## config.mk

```make
export PLATFORM = sky130hd
export DESIGN_NAME = bcd_convert_ctrl
export DESIGN_NICKNAME = d
export VERILOG_FILES = /design/src/rtl/bcd_pkg.sv /design/src/rtl/bcd_add3_digit.sv /design/src/rtl/bcd_convert_ctrl.sv
export SDC_FILE = /design/constraint.sdc
export NUM_CORES = 1
export LEC_CHECK = 0
export CORE_ASPECT_RATIO = 1.1
export CORE_MARGIN = 2
export CORE_UTILIZATION = 35
export DETAILED_ROUTE_END_ITERATION = 10
export GPL_TIMING_DRIVEN = 0
export PLACE_DENSITY = 0.64
export SLEW_MARGIN = 20
export SYNTH_ARGS = -nofsm -noshare
export SYNTH_HDL_FRONTEND = slang
export SYNTH_HIERARCHICAL = 1
export SYNTH_SLANG_ARGS = --single-unit
```

## constraint.sdc

```tcl
create_clock -name clk -period 2.4 [get_ports clk]
set_clock_uncertainty 0.2 [all_clocks]
set_input_delay 0.36 -clock clk [delete_from_list [all_inputs] [get_ports clk]]
set_output_delay 0.36 -clock clk [all_outputs]
set_load 0.01 [all_outputs]
```

## src/rtl/bcd_pkg.sv

```systemverilog
// Shared constants for the sequential binary-to-BCD converter.
package bcd_pkg;

  localparam int unsigned BCD_DIGIT_W = 4;
  localparam int unsigned ADD3_THRESH = 5;

  localparam int unsigned STATE_W = 2;
  localparam logic [STATE_W-1:0] ST_IDLE  = 2'd0;
  localparam logic [STATE_W-1:0] ST_SHIFT = 2'd1;
  localparam logic [STATE_W-1:0] ST_DONE  = 2'd2;

  // Width needed to count 0..v-1; never narrower than one bit.
  function automatic int unsigned clog2(input int unsigned v);
    int unsigned r;
    r = 0;
    while ((64'd1 << r) < 64'(v)) r++;
    return (r == 0) ? 1 : r;
  endfunction

endpackage

```

## src/rtl/bcd_add3_digit.sv

```systemverilog
// One double-dabble correction cell: add 3 to a digit that is 5 or more.
module bcd_add3_digit
  import bcd_pkg::*;
(
  input  logic [BCD_DIGIT_W-1:0] d,
  output logic [BCD_DIGIT_W-1:0] q_c
);

  logic ge_thresh;

  assign ge_thresh = (d >= BCD_DIGIT_W'(ADD3_THRESH));
  assign q_c       = ge_thresh ? (d + BCD_DIGIT_W'(3)) : d;

endmodule

```

## src/rtl/bcd_convert_ctrl.sv

```systemverilog
// Iterative binary-to-BCD converter with start/busy/done handshake.
// One digit-correction slice per digit is reused every shift cycle.
module bcd_convert_ctrl
  import bcd_pkg::*;
#(
  parameter int unsigned WIDTH = 16,
  parameter int unsigned NDIG  = 5
) (
  input  logic                       clk,
  input  logic                       rst,
  input  logic                       start,
  input  logic                       sign_en,
  input  logic [WIDTH-1:0]           bin,
  output logic                       busy,
  output logic                       done,
  output logic                       negative,
  output logic [BCD_DIGIT_W*NDIG-1:0] bcd
);

  localparam int unsigned BCD_W = BCD_DIGIT_W * NDIG;
  localparam int unsigned CNT_W = clog2(WIDTH);

  logic [STATE_W-1:0] state, state_next;
  logic [WIDTH-1:0]   mag;
  logic [BCD_W-1:0]   scratch;
  logic [BCD_W-1:0]   scratch_adj;
  logic [BCD_W-1:0]   scratch_shift;
  logic [CNT_W-1:0]   cnt;
  logic               neg_q;
  logic               last_c;
  logic               load_neg;
  logic [WIDTH-1:0]   load_mag;

  assign last_c   = (cnt == CNT_W'(WIDTH - 1));
  assign load_neg = sign_en & bin[WIDTH-1];
  assign load_mag = load_neg ? (~bin + WIDTH'(1)) : bin;

  // All digits corrected in parallel before the shift.
  for (genvar g = 0; g < NDIG; g++) begin : gen_digit
    bcd_add3_digit u_add3 (
      .d   (scratch[g*BCD_DIGIT_W +: BCD_DIGIT_W]),
      .q_c (scratch_adj[g*BCD_DIGIT_W +: BCD_DIGIT_W])
    );
  end

  // Top corrected bit is always zero given the digit-count constraint.
  assign scratch_shift = BCD_W'({scratch_adj, mag[WIDTH-1]});

  always_ff @(posedge clk) begin
    if (rst) state <= ST_IDLE;
    else     state <= state_next;
  end

  always_comb begin
    state_next = state;
    case (state)
      ST_IDLE:  if (start) state_next = ST_SHIFT;
      ST_SHIFT: if (last_c) state_next = ST_DONE;
      ST_DONE:  state_next = ST_IDLE;
      default:  state_next = ST_IDLE;
    endcase
  end

  // Datapath and registered handshake outputs (one cycle behind state).
  always_ff @(posedge clk) begin
    if (rst) begin
      mag      <= '0;
      scratch  <= '0;
      cnt      <= '0;
      neg_q    <= 1'b0;
      busy     <= 1'b0;
      done     <= 1'b0;
      negative <= 1'b0;
      bcd      <= '0;
    end else begin
      busy <= (state != ST_IDLE);
      done <= (state == ST_DONE);
      case (state)
        ST_IDLE: begin
          if (start) begin
            mag     <= load_mag;
            scratch <= '0;
            cnt     <= '0;
            neg_q   <= load_neg;
          end
        end
        ST_SHIFT: begin
          scratch <= scratch_shift;
          mag     <= {mag[WIDTH-2:0], 1'b0};
          cnt     <= cnt + CNT_W'(1);
          if (last_c) begin
            bcd      <= scratch_shift;
            negative <= neg_q;
          end
        end
        default: ;
      endcase
    end
  end

endmodule

```

* Word level (Yosys, flattened, before mapping)
Index checks and enable logic that the tools add are counted.
** Storage, ports and cells
- Word-level logic and storage cells :: 50
- Input port bits :: 20
- Output and inout bits :: 23
- Register bits after elaboration :: 66
** Operators by class
- Equal/unequal tests :: 5
- Multiplexer cells :: 15
- Add/sub/neg operators :: 7
- Bitwise operators :: 2
- Reductions and logical operators :: 7
- Magnitude comparators :: 5
** Operators with widths (count)
- one-hot mux 20 bit (2 select lines) :: 1
- two-way mux 16 bit :: 2
- one-hot mux 16 bit (2 select lines) :: 1
- greater-or-equal comparator 4 x 3 -> 1 bit, second input constant :: 5
- two-way mux 20 bit :: 1
- two-way mux 4 bit :: 5
- adder 16 x 1 -> 16 bit, second input constant :: 1
- adder 4 x 2 -> 4 bit, second input constant :: 4
- NOT 16 bit :: 1
- one-hot mux 4 bit (2 select lines) :: 1
- AND reduction 2 bit :: 4
- adder 4 x 1 -> 4 bit, second input constant :: 1
- == test 4 bit, second input constant :: 1
- two-way mux 2 bit :: 2
- != test 2 bit, second input constant :: 2
- one-hot mux 2 bit (2 select lines) :: 1
- nonzero test 2 bit :: 2
- adder 3 x 2 -> 3 bit, second input constant :: 1
- two-way mux 3 bit :: 1
- == test 2 x 1 -> 1 bit, second input constant :: 1
- == test 2 bit, second input constant :: 1
- zero test 2 bit :: 1
- AND 1 bit :: 1

* Depth between registers and ports, before layout
Gate-level depths: netlist of the first run.
- Depth after elaboration :: 5
- Gate-level depth with buffers :: 7
- Mapped depth without buffers :: 7

* Hierarchy
The synthesis of the first run kept the hierarchy.
** Modules (own cells, without submodules)
- bcd_convert_ctrl :: times used 1, sequential area each 1321.3 µm², cells each 343, area each 2806.4 µm²
- bcd_add3_digit :: times used 5, sequential area each 0.0 µm², cells each 16, area each 101.3 µm²

* Least setup slack after synthesis of the first run
Ideal clock, no wire load.
- Kind :: input to register
- From :: input bin[0]
- To :: register mag[10]
- Arrival time :: 1481 ps
- Buffers on the path :: 0
- Data required time :: 2126 ps
- Library setup time :: 74 ps
- Slack :: 645 ps
- Stages on the path :: 6
- Cells stage by stage :: inv_1 ha_1 nor3b_1 and4_2 o21ai_0 a31oi_1
** Between the ends
- Longest elaborated chain between the ends :: 5
** RTL lines
- start: declaration :: RTL line bcd_convert_ctrl.sv:13 : input logic [WIDTH-1:0] bin,
- NOT 16 bit :: RTL line bcd_convert_ctrl.sv:36 : assign load_mag = load_neg ? (~bin + WIDTH'(1)) : bin;
- adder 16 x 1 -> 16 bit :: RTL line bcd_convert_ctrl.sv:36
- two-way mux 16 bit :: RTL line bcd_convert_ctrl.sv:36
- two-way mux 16 bit :: RTL line bcd_convert_ctrl.sv:80 : if (start) begin
- one-hot mux 16 bit (2 select lines) :: RTL line bcd_convert_ctrl.sv:78 : case (state)
- end signal: assignment :: RTL line bcd_convert_ctrl.sv:81 : mag <= load_mag;
- end signal: assignment :: RTL line bcd_convert_ctrl.sv:89 : mag <= {mag[WIDTH-2:0], 1'b0};
- end: declaration :: RTL line bcd_convert_ctrl.sv:24 : logic [WIDTH-1:0] mag;
No other way between the ends. The select of a mux whose other input is x is not followed.
A chain may end at the register's enable or synchronous reset.

* Worst setup path in the final report of the first run
- From :: input bin[6]
- To :: register mag[15]
Same word-level chain as after synthesis.

==> results of run 1 <==
## flip-flops by register name, summed over array words and instances (netlist names)
register	count
cnt	4
negative	1
bcd	20
scratch	20
done	1
busy	1
neg_q	1
state	2
mag	16
## worst max path at each step
stage / slack [ns] / cells after the start / start / endpoint
CTS: 0.10 / 7 / bin[0] / mag[14]
finish: 0.34 / 5 / bin[6] / mag[15]
detailed placement: -0.27 / 7 / bin[0] / mag[14]
floorplan: 0.64 / 6 / bin[0] / mag[10]
global route: 0.25 / 5 / state[1] / bcd[13]
global placement: -0.24 / 7 / bin[0] / mag[14]
## power breakdown
group | leakage (uW) | switching [uW] | internal (uW)
clock network | 0.0000944 | 438 | 456
logic | 0.000812 | 147 | 100
registers | 0.000535 | 17.0 | 1120
total | 0.00144 | 603 | 1680
## metal layers
layer	routed length (um)	global-route usage	part of all wire
met5	0	0	0
met1	3610	0.218	0.46
met3	422	0.0407	0.054
met2	3660	0.269	0.47
met4	108	0.0614	0.014
## worst register-to-register path, stage by stage (launching register included)
cell and delay [ns]:
sky130_fd_sc_hd__dfxtp_1 0.42, sky130_fd_sc_hd__nand2b_1 0.27, sky130_fd_sc_hd__or2_0 0.26, sky130_fd_sc_hd__clkbuf_1 0.45
sky130_fd_sc_hd__nand2_1 0.11, sky130_fd_sc_hd__a21oi_1 0.15
## per-stage QoR
stage / util / hold WS, ns / setup TNS, ns / instance area (sq um) / instances
2_1_floorplan: - / 0.232 / 0 / 3290 / 419
3_3_place_gp: 0.417 / 0.245 / -0.921 / 3860 / 578
3_5_place_dp: 0.417 / 0.246 / -1.13 / 3860 / 578
4_1_cts: 0.437 / 0.256 / 0 / 4050 / 594
5_1_grt: 0.438 / 0.272 / 0 / 4060 / 594
6_report: 0.438 / 0.253 / 0 / 4060 / 594
## final cells by class
cell class / count / share of cell area
Multi-Input combinational cell: 312 / 0.445
Sequential cell: 66 / 0.326
Timing Repair Buffer: 42 / 0.104
Clock buffer: 12 / 0.0407
Tap cell: 117 / 0.0361
Buffer: 24 / 0.0268
Inverter: 17 / 0.0157
Clock inverter: 4 / 0.00617
## repair_timing
item	CTS	global route
resized for setup	0	1
endpoints found under the hold margin	0	0
endpoints found under the setup margin	0	4
hold buffers	0	0
==> impl_metrics.py, run 1 <==
metrics = {
    "detailed_routing": {
        "routed_via_density": 5.16,
        "drt_drc_violations_left": 0,
        "postRouteAntennaNets": 0,
        "detailed_route_via_count": 3065,
        "postRouteWirelength_mm": 7.80,
        "wl_per_cell_um": 13.1,
        "detail_route.iter0.violations": 181,
        "detail_route.first_pass.iterations": 5,
    },
    "setup_path": {
        "worstSetupStartpointType": "input pin",
        "crit-reg2reg-launch": "state[1]",
        "crit_path_end_kind": "register",
        "cp_data_arrival_time_ns": 2.13,
        "critical_path.top_delay_family": "simple AND/OR/NAND/NOR gates",
        "cp_slowest_stage_delay_ns": 0.52,
        "slowest_stage": "sky130_fd_sc_hd__nor4_4",
        "crit_chain": "clkdlybuf4s50_1, nor4_4, nand4_1, o31a_1, a311oi_2",
        "r2r-end": "bcd[17]",
        "worstRegToRegCells": 5,
        "path_class": "in -> reg",
        "critical_path_buf_inv_count": 1,
        "timing.critical_path.required_ns": 2.46,
        "crit_fanout": 9,
        "r2r_setup_slack_ns": 0.48,
    },
    "timing": {
        "max_freq_mhz": 484,
        "report.final.slew_viol_count": 0,
        "final_period_minus_worst_setup_slack_ns": 2.06,
        "timing.slew.headroom": 0.619,
        "final_period_utilization": 0.860,
        "final_hold_viol_count": 0,
        "transition_at_the_pin_with_the_smallest_max_transition_slack_ns": 0.570,
        "grt_setup_unrepaired": "no",
        "final.setup.worst_slack_ns": 0.335,
        "setup_viol": 0,
    },
    "logic_synthesis": {
        "synth.avg_cell_area_sq_um": 7.86,
        "netlist_area_sq_um": 3290,
        "syn_inst_count": 419,
        "synth_nets": 451,
        "synth-warning-count": 6,
    },
    "clock_network": {
        "cts_htree_levels": 3,
        "max-clock-path-buffers": 2,
        "cts_root_buffer": "sky130_fd_sc_hd__clkbuf_8",
        "clock_sink_count": 66,
        "post-cts-setup-buffer-count": 0,
        "clkTransAtPathRegs_ns": 0.07,
        "tritoncts": "yes",
        "clkLatencyLatePin_ns": 0.35,
        "cts_made_buffers": 9,
    },
    "status": {
        "outcome": "completed",
    },
    "layout": {
        "final_common_cell": "sky130_fd_sc_hd__nand2_1",
        "mostFrequentLayoutCells": "91 x sky130_fd_sc_hd__nand2_1, 66 x sky130_fd_sc_hd__dfxtp_1, 57 x sky130_fd_sc_hd__a21oi_1, 42 x sky130_fd_sc_hd__clkdlybuf4s50_1, 24 x sky130_fd_sc_hd__nand3_1",
        "final-seq-area_sq_um": 1320,
        "fillCellCount": 939,
        "area_growth_syn_to_layout_pct": 23.1,
        "antenna_cells": 0,
        "post_route_cells_drive_above_1_share": 0.0839,
        "multiInputGateArea_sq_um": 1800,
        "final_stage_net_count": 504,
    },
    "floorplanning": {
        "die_x_um": 96.5,
        "floorplan.die_area_sq_um": 10200,
        "initial_utilization": 0.356,
        "ioPinCount": 43,
        "std_cell_rows": 37,
        "fp.coreArea_sq_um": 9260,
        "die-height_um": 106,
    },
    "place": {
        "port-buffer-count": 42,
        "post-place-ws_ns": -0.273,
        "place_hpwl_mm": 5.64,
        "place.gp.congestion": 0.845,
    },
    "worst_hold_path": {
        "startpoint_of_the_worst_hold_path": "bcd[4]",
        "min_to": "bcd[4]",
        "timing.hold.worst_path_depth": 2,
        "holdCritPathClass": "reg -> reg",
    },
    "power_and_ir_drop": {
        "pwr_density_cell_nw_per_um2": 562,
        "finalPower_uw": 2280,
        "p_leak_uw": 0.00144,
        "irDropWorstVdd_uv": 282,
    },
    "global_routing": {
        "grt_antenna_before_repair": 0,
        "grt_overflow": 0,
        "grt_pass1_wl_mm": 13.5,
        "globalRouteTotalUtil": 0.168,
        "grt_pass1_vias": 2931,
        "grt_start_max_net_pins": 12,
    },
    "flow_run": {
        "cap_viol_max_count": 0,
    },
}
Power figures use the tool's default switching activity.
==> run 2, diff against run 1 <==
--- a/config.mk
+++ b/config.mk
@@ -9,8 +9,9 @@
 export CORE_MARGIN = 2
 export CORE_UTILIZATION = 35
 export DETAILED_ROUTE_END_ITERATION = 10
+export DONT_BUFFER_PORTS = 1
 export GPL_TIMING_DRIVEN = 0
-export PLACE_DENSITY = 0.64
+export PLACE_DENSITY = 0.58
 export SLEW_MARGIN = 20
 export SYNTH_ARGS = -nofsm -noshare
 export SYNTH_HDL_FRONTEND = slang
==> impl_metrics.py, run 2 (synthesis gave the netlist of run 1 again) <==
metrics = {
    "status": {
        "outcome": "completed",
    },
    "setup_path": {
        "crit_chain": "nand2b_1, or2_0, clkbuf_1, nand2_1, a21oi_1",
        "timing.critical_path.required_ns": 2.46,
        "worstRegToRegCells": 5,
        "worstSetupPathDepth": 5,
        "critical_path.top_delay_family": "simple AND/OR/NAND/NOR gates",
        "path_class": "reg -> reg",
        "crit_fanout": 10,
        "critical_path_buf_inv_count": 1,
        "worstSetupStartpointType": "register",
        "slowest_stage": "sky130_fd_sc_hd__clkbuf_1",
        "cp_slowest_stage_delay_ns": 0.46,
        "crit_path_end_kind": "register",
        "cp_data_arrival_time_ns": 2.11,
    },
    "worst_hold_path": {
        "holdCritPathClass": "in -> reg",
        "timing.hold.worst_path_depth": 2,
    },
    "power_and_ir_drop": {
        "pwr_density_cell_nw_per_um2": 641,
        "finalPower_uw": 2360,
        "power.share.combinational": 0.085,
        "switching_power_uw": 546,
        "p_leak_uw": 0.00132,
        "seqPwrFrac": 0.484,
        "power_report.internal_total_uw": 1810,
        "clock_power_share": 0.431,
        "netSwitchingFraction": 0.231,
        "irDropWorstVdd_uv": 214,
    },
    "clock_network": {
        "cts_htree_levels": 3,
        "clkLatencyLatePin_ns": 0.34,
        "tritoncts": "yes",
        "cts_root_buffer": "sky130_fd_sc_hd__clkbuf_8",
        "clock_sink_count": 66,
        "max-clock-path-buffers": 2,
        "cts_made_buffers": 9,
        "clkTransAtPathRegs_ns": 0.07,
        "post-cts-setup-buffer-count": 0,
    },
    "detailed_routing": {
        "postRouteAntennaNets": 0,
        "detail_route.first_pass.iterations": 4,
        "routed_via_density": 5.27,
        "wl_per_cell_um": 14.0,
        "postRouteWirelength_mm": 7.75,
        "detailed_route_via_count": 2913,
        "detail_route.iter0.violations": 195,
        "drt_drc_violations_left": 0,
    },
    "floorplanning": {
        "die-height_um": 106,
        "die_x_um": 96.5,
        "std_cell_rows": 37,
        "floorplan.die_area_sq_um": 10200,
        "initial_utilization": 0.356,
        "fp.coreArea_sq_um": 9260,
        "ioPinCount": 43,
    },
    "global_routing": {
        "grt_antenna_before_repair": 0,
        "grt_start_max_net_pins": 11,
        "grt_overflow": 0,
        "globalRouteTotalUtil": 0.167,
        "grt_pass1_vias": 2865,
        "grt_pass1_wl_mm": 13.4,
    },
    "place": {
        "place.gp.congestion": 0.813,
        "port-buffer-count": 0,
        "place_hpwl_mm": 5.61,
        "post-place-ws_ns": 0.347,
        "dpl-instance-area_sq_um": 3440,
    },
    "layout": {
        "final_stage_net_count": 464,
        "mostFrequentLayoutCells": "91 x sky130_fd_sc_hd__nand2_1, 66 x sky130_fd_sc_hd__dfxtp_1, 57 x sky130_fd_sc_hd__a21oi_1, 24 x sky130_fd_sc_hd__nand3_1, 23 x sky130_fd_sc_hd__nor2_1",
        "top_regs": "bcd: 20 flops, scratch: 20 flops, mag: 16 flops",
        "post_route_cells_drive_above_1_share": 0.0872,
        "final_common_cell": "sky130_fd_sc_hd__nand2_1",
        "area_growth_syn_to_layout_pct": 11.8,
        "fillCellCount": 1001,
        "design_area_sq_um": 3680,
        "antenna_cells": 0,
        "fin_util": 0.398,
    },
    "timing": {
        "setup_viol": 0,
        "final_period_minus_worst_setup_slack_ns": 2.05,
        "timing.slew.headroom": 0.456,
        "max_freq_mhz": 488,
        "transition_at_the_pin_with_the_smallest_max_transition_slack_ns": 0.815,
        "fin_tns_setup_ns": 0,
        "final_hold_viol_count": 0,
        "final_period_utilization": 0.853,
        "report.final.slew_viol_count": 0,
        "final.setup.worst_slack_ns": 0.352,
        "grt_setup_unrepaired": "no",
    },
    "flow_run": {
        "cap_viol_max_count": 0,
    },
}
[run 2: per-stage QoR]
stage	std cells	hold slack, ns
after floorplan	419	0.232
after global placement	536	0.256
after detailed placement	536	0.258
after CTS	553	0.0134
after global routing	553	0.0219
final	553	0.0252
[run 2: layout make-up]
class	instances	area (sq um)	area share
Multi-Input combinational cell	312	1800	0.489
Sequential cell	66	1320	0.359
Clock buffer	14	193	0.0523
Tap cell	117	146	0.0398
Buffer	24	109	0.0296
Inverter	17	63.8	0.0173
Clock inverter	1	30.0	0.00815
Timing Repair Buffer	2	20.0	0.00544
[run 2: repair_timing]
action / 4_1_cts / 5_1_grt
gates resized for setup: 0 / 0
hold endpoints to repair: 2 / 0
hold buffers: 2 / 0
[run 2: power groups by stage]
stage | clock, uW | combinational, uW | sequential [uW]
CTS | 1040 | 200 | 1140
global placement | 0 | 195 | 1170
global route | 1090 | 225 | 1140
floorplan | 0 | 150 | 1160
detailed placement | 0 | 197 | 1170
finish | 1020 | 200 | 1140
[run 2: metal layers]
| metal | global-route usage | up-vias | wire length, um |
|---|---|---|---|
| li1 | - | 1469 | - |
| met1 | 0.209 | 1374 | 3470 |
| met2 | 0.275 | 62 | 3820 |
| met3 | 0.0450 | 8 | 347 |
| met4 | 0.0533 | 0 | 110 |
| met5 | 0 | - | 0 |
[run 2: worst paths after layout]
| check | startpoint | to | slack (ns) |
|---|---|---|---|
| worst max register to register | state[1] | bcd[15] | 0.35 |
| worst min register to register | mag[0] | mag[0] | 0.27 |
| worst min-delay path | bin[4] | mag[4] | 0.03 |
| worst max-delay path | state[1] | bcd[15] | 0.35 |
[run 2: worst register-to-register path, stage by stage, from the launching register on]
cell	delay, ns
sky130_fd_sc_hd__dfxtp_1	0.43
sky130_fd_sc_hd__nand2b_1	0.31
sky130_fd_sc_hd__or2_0	0.32
sky130_fd_sc_hd__clkbuf_1	0.46
sky130_fd_sc_hd__nand2_1	0.12
sky130_fd_sc_hd__a21oi_1	0.15
==> run 3, diff against run 2 <==
--- a/config.mk
+++ b/config.mk
@@ -12,7 +12,6 @@
 export DONT_BUFFER_PORTS = 1
 export GPL_TIMING_DRIVEN = 0
 export PLACE_DENSITY = 0.58
-export SLEW_MARGIN = 20
 export SYNTH_ARGS = -nofsm -noshare
 export SYNTH_HDL_FRONTEND = slang
 export SYNTH_HIERARCHICAL = 1
==> results of run 3 <==
No change in the layout: final DEF, timing and power equal those of run 2.
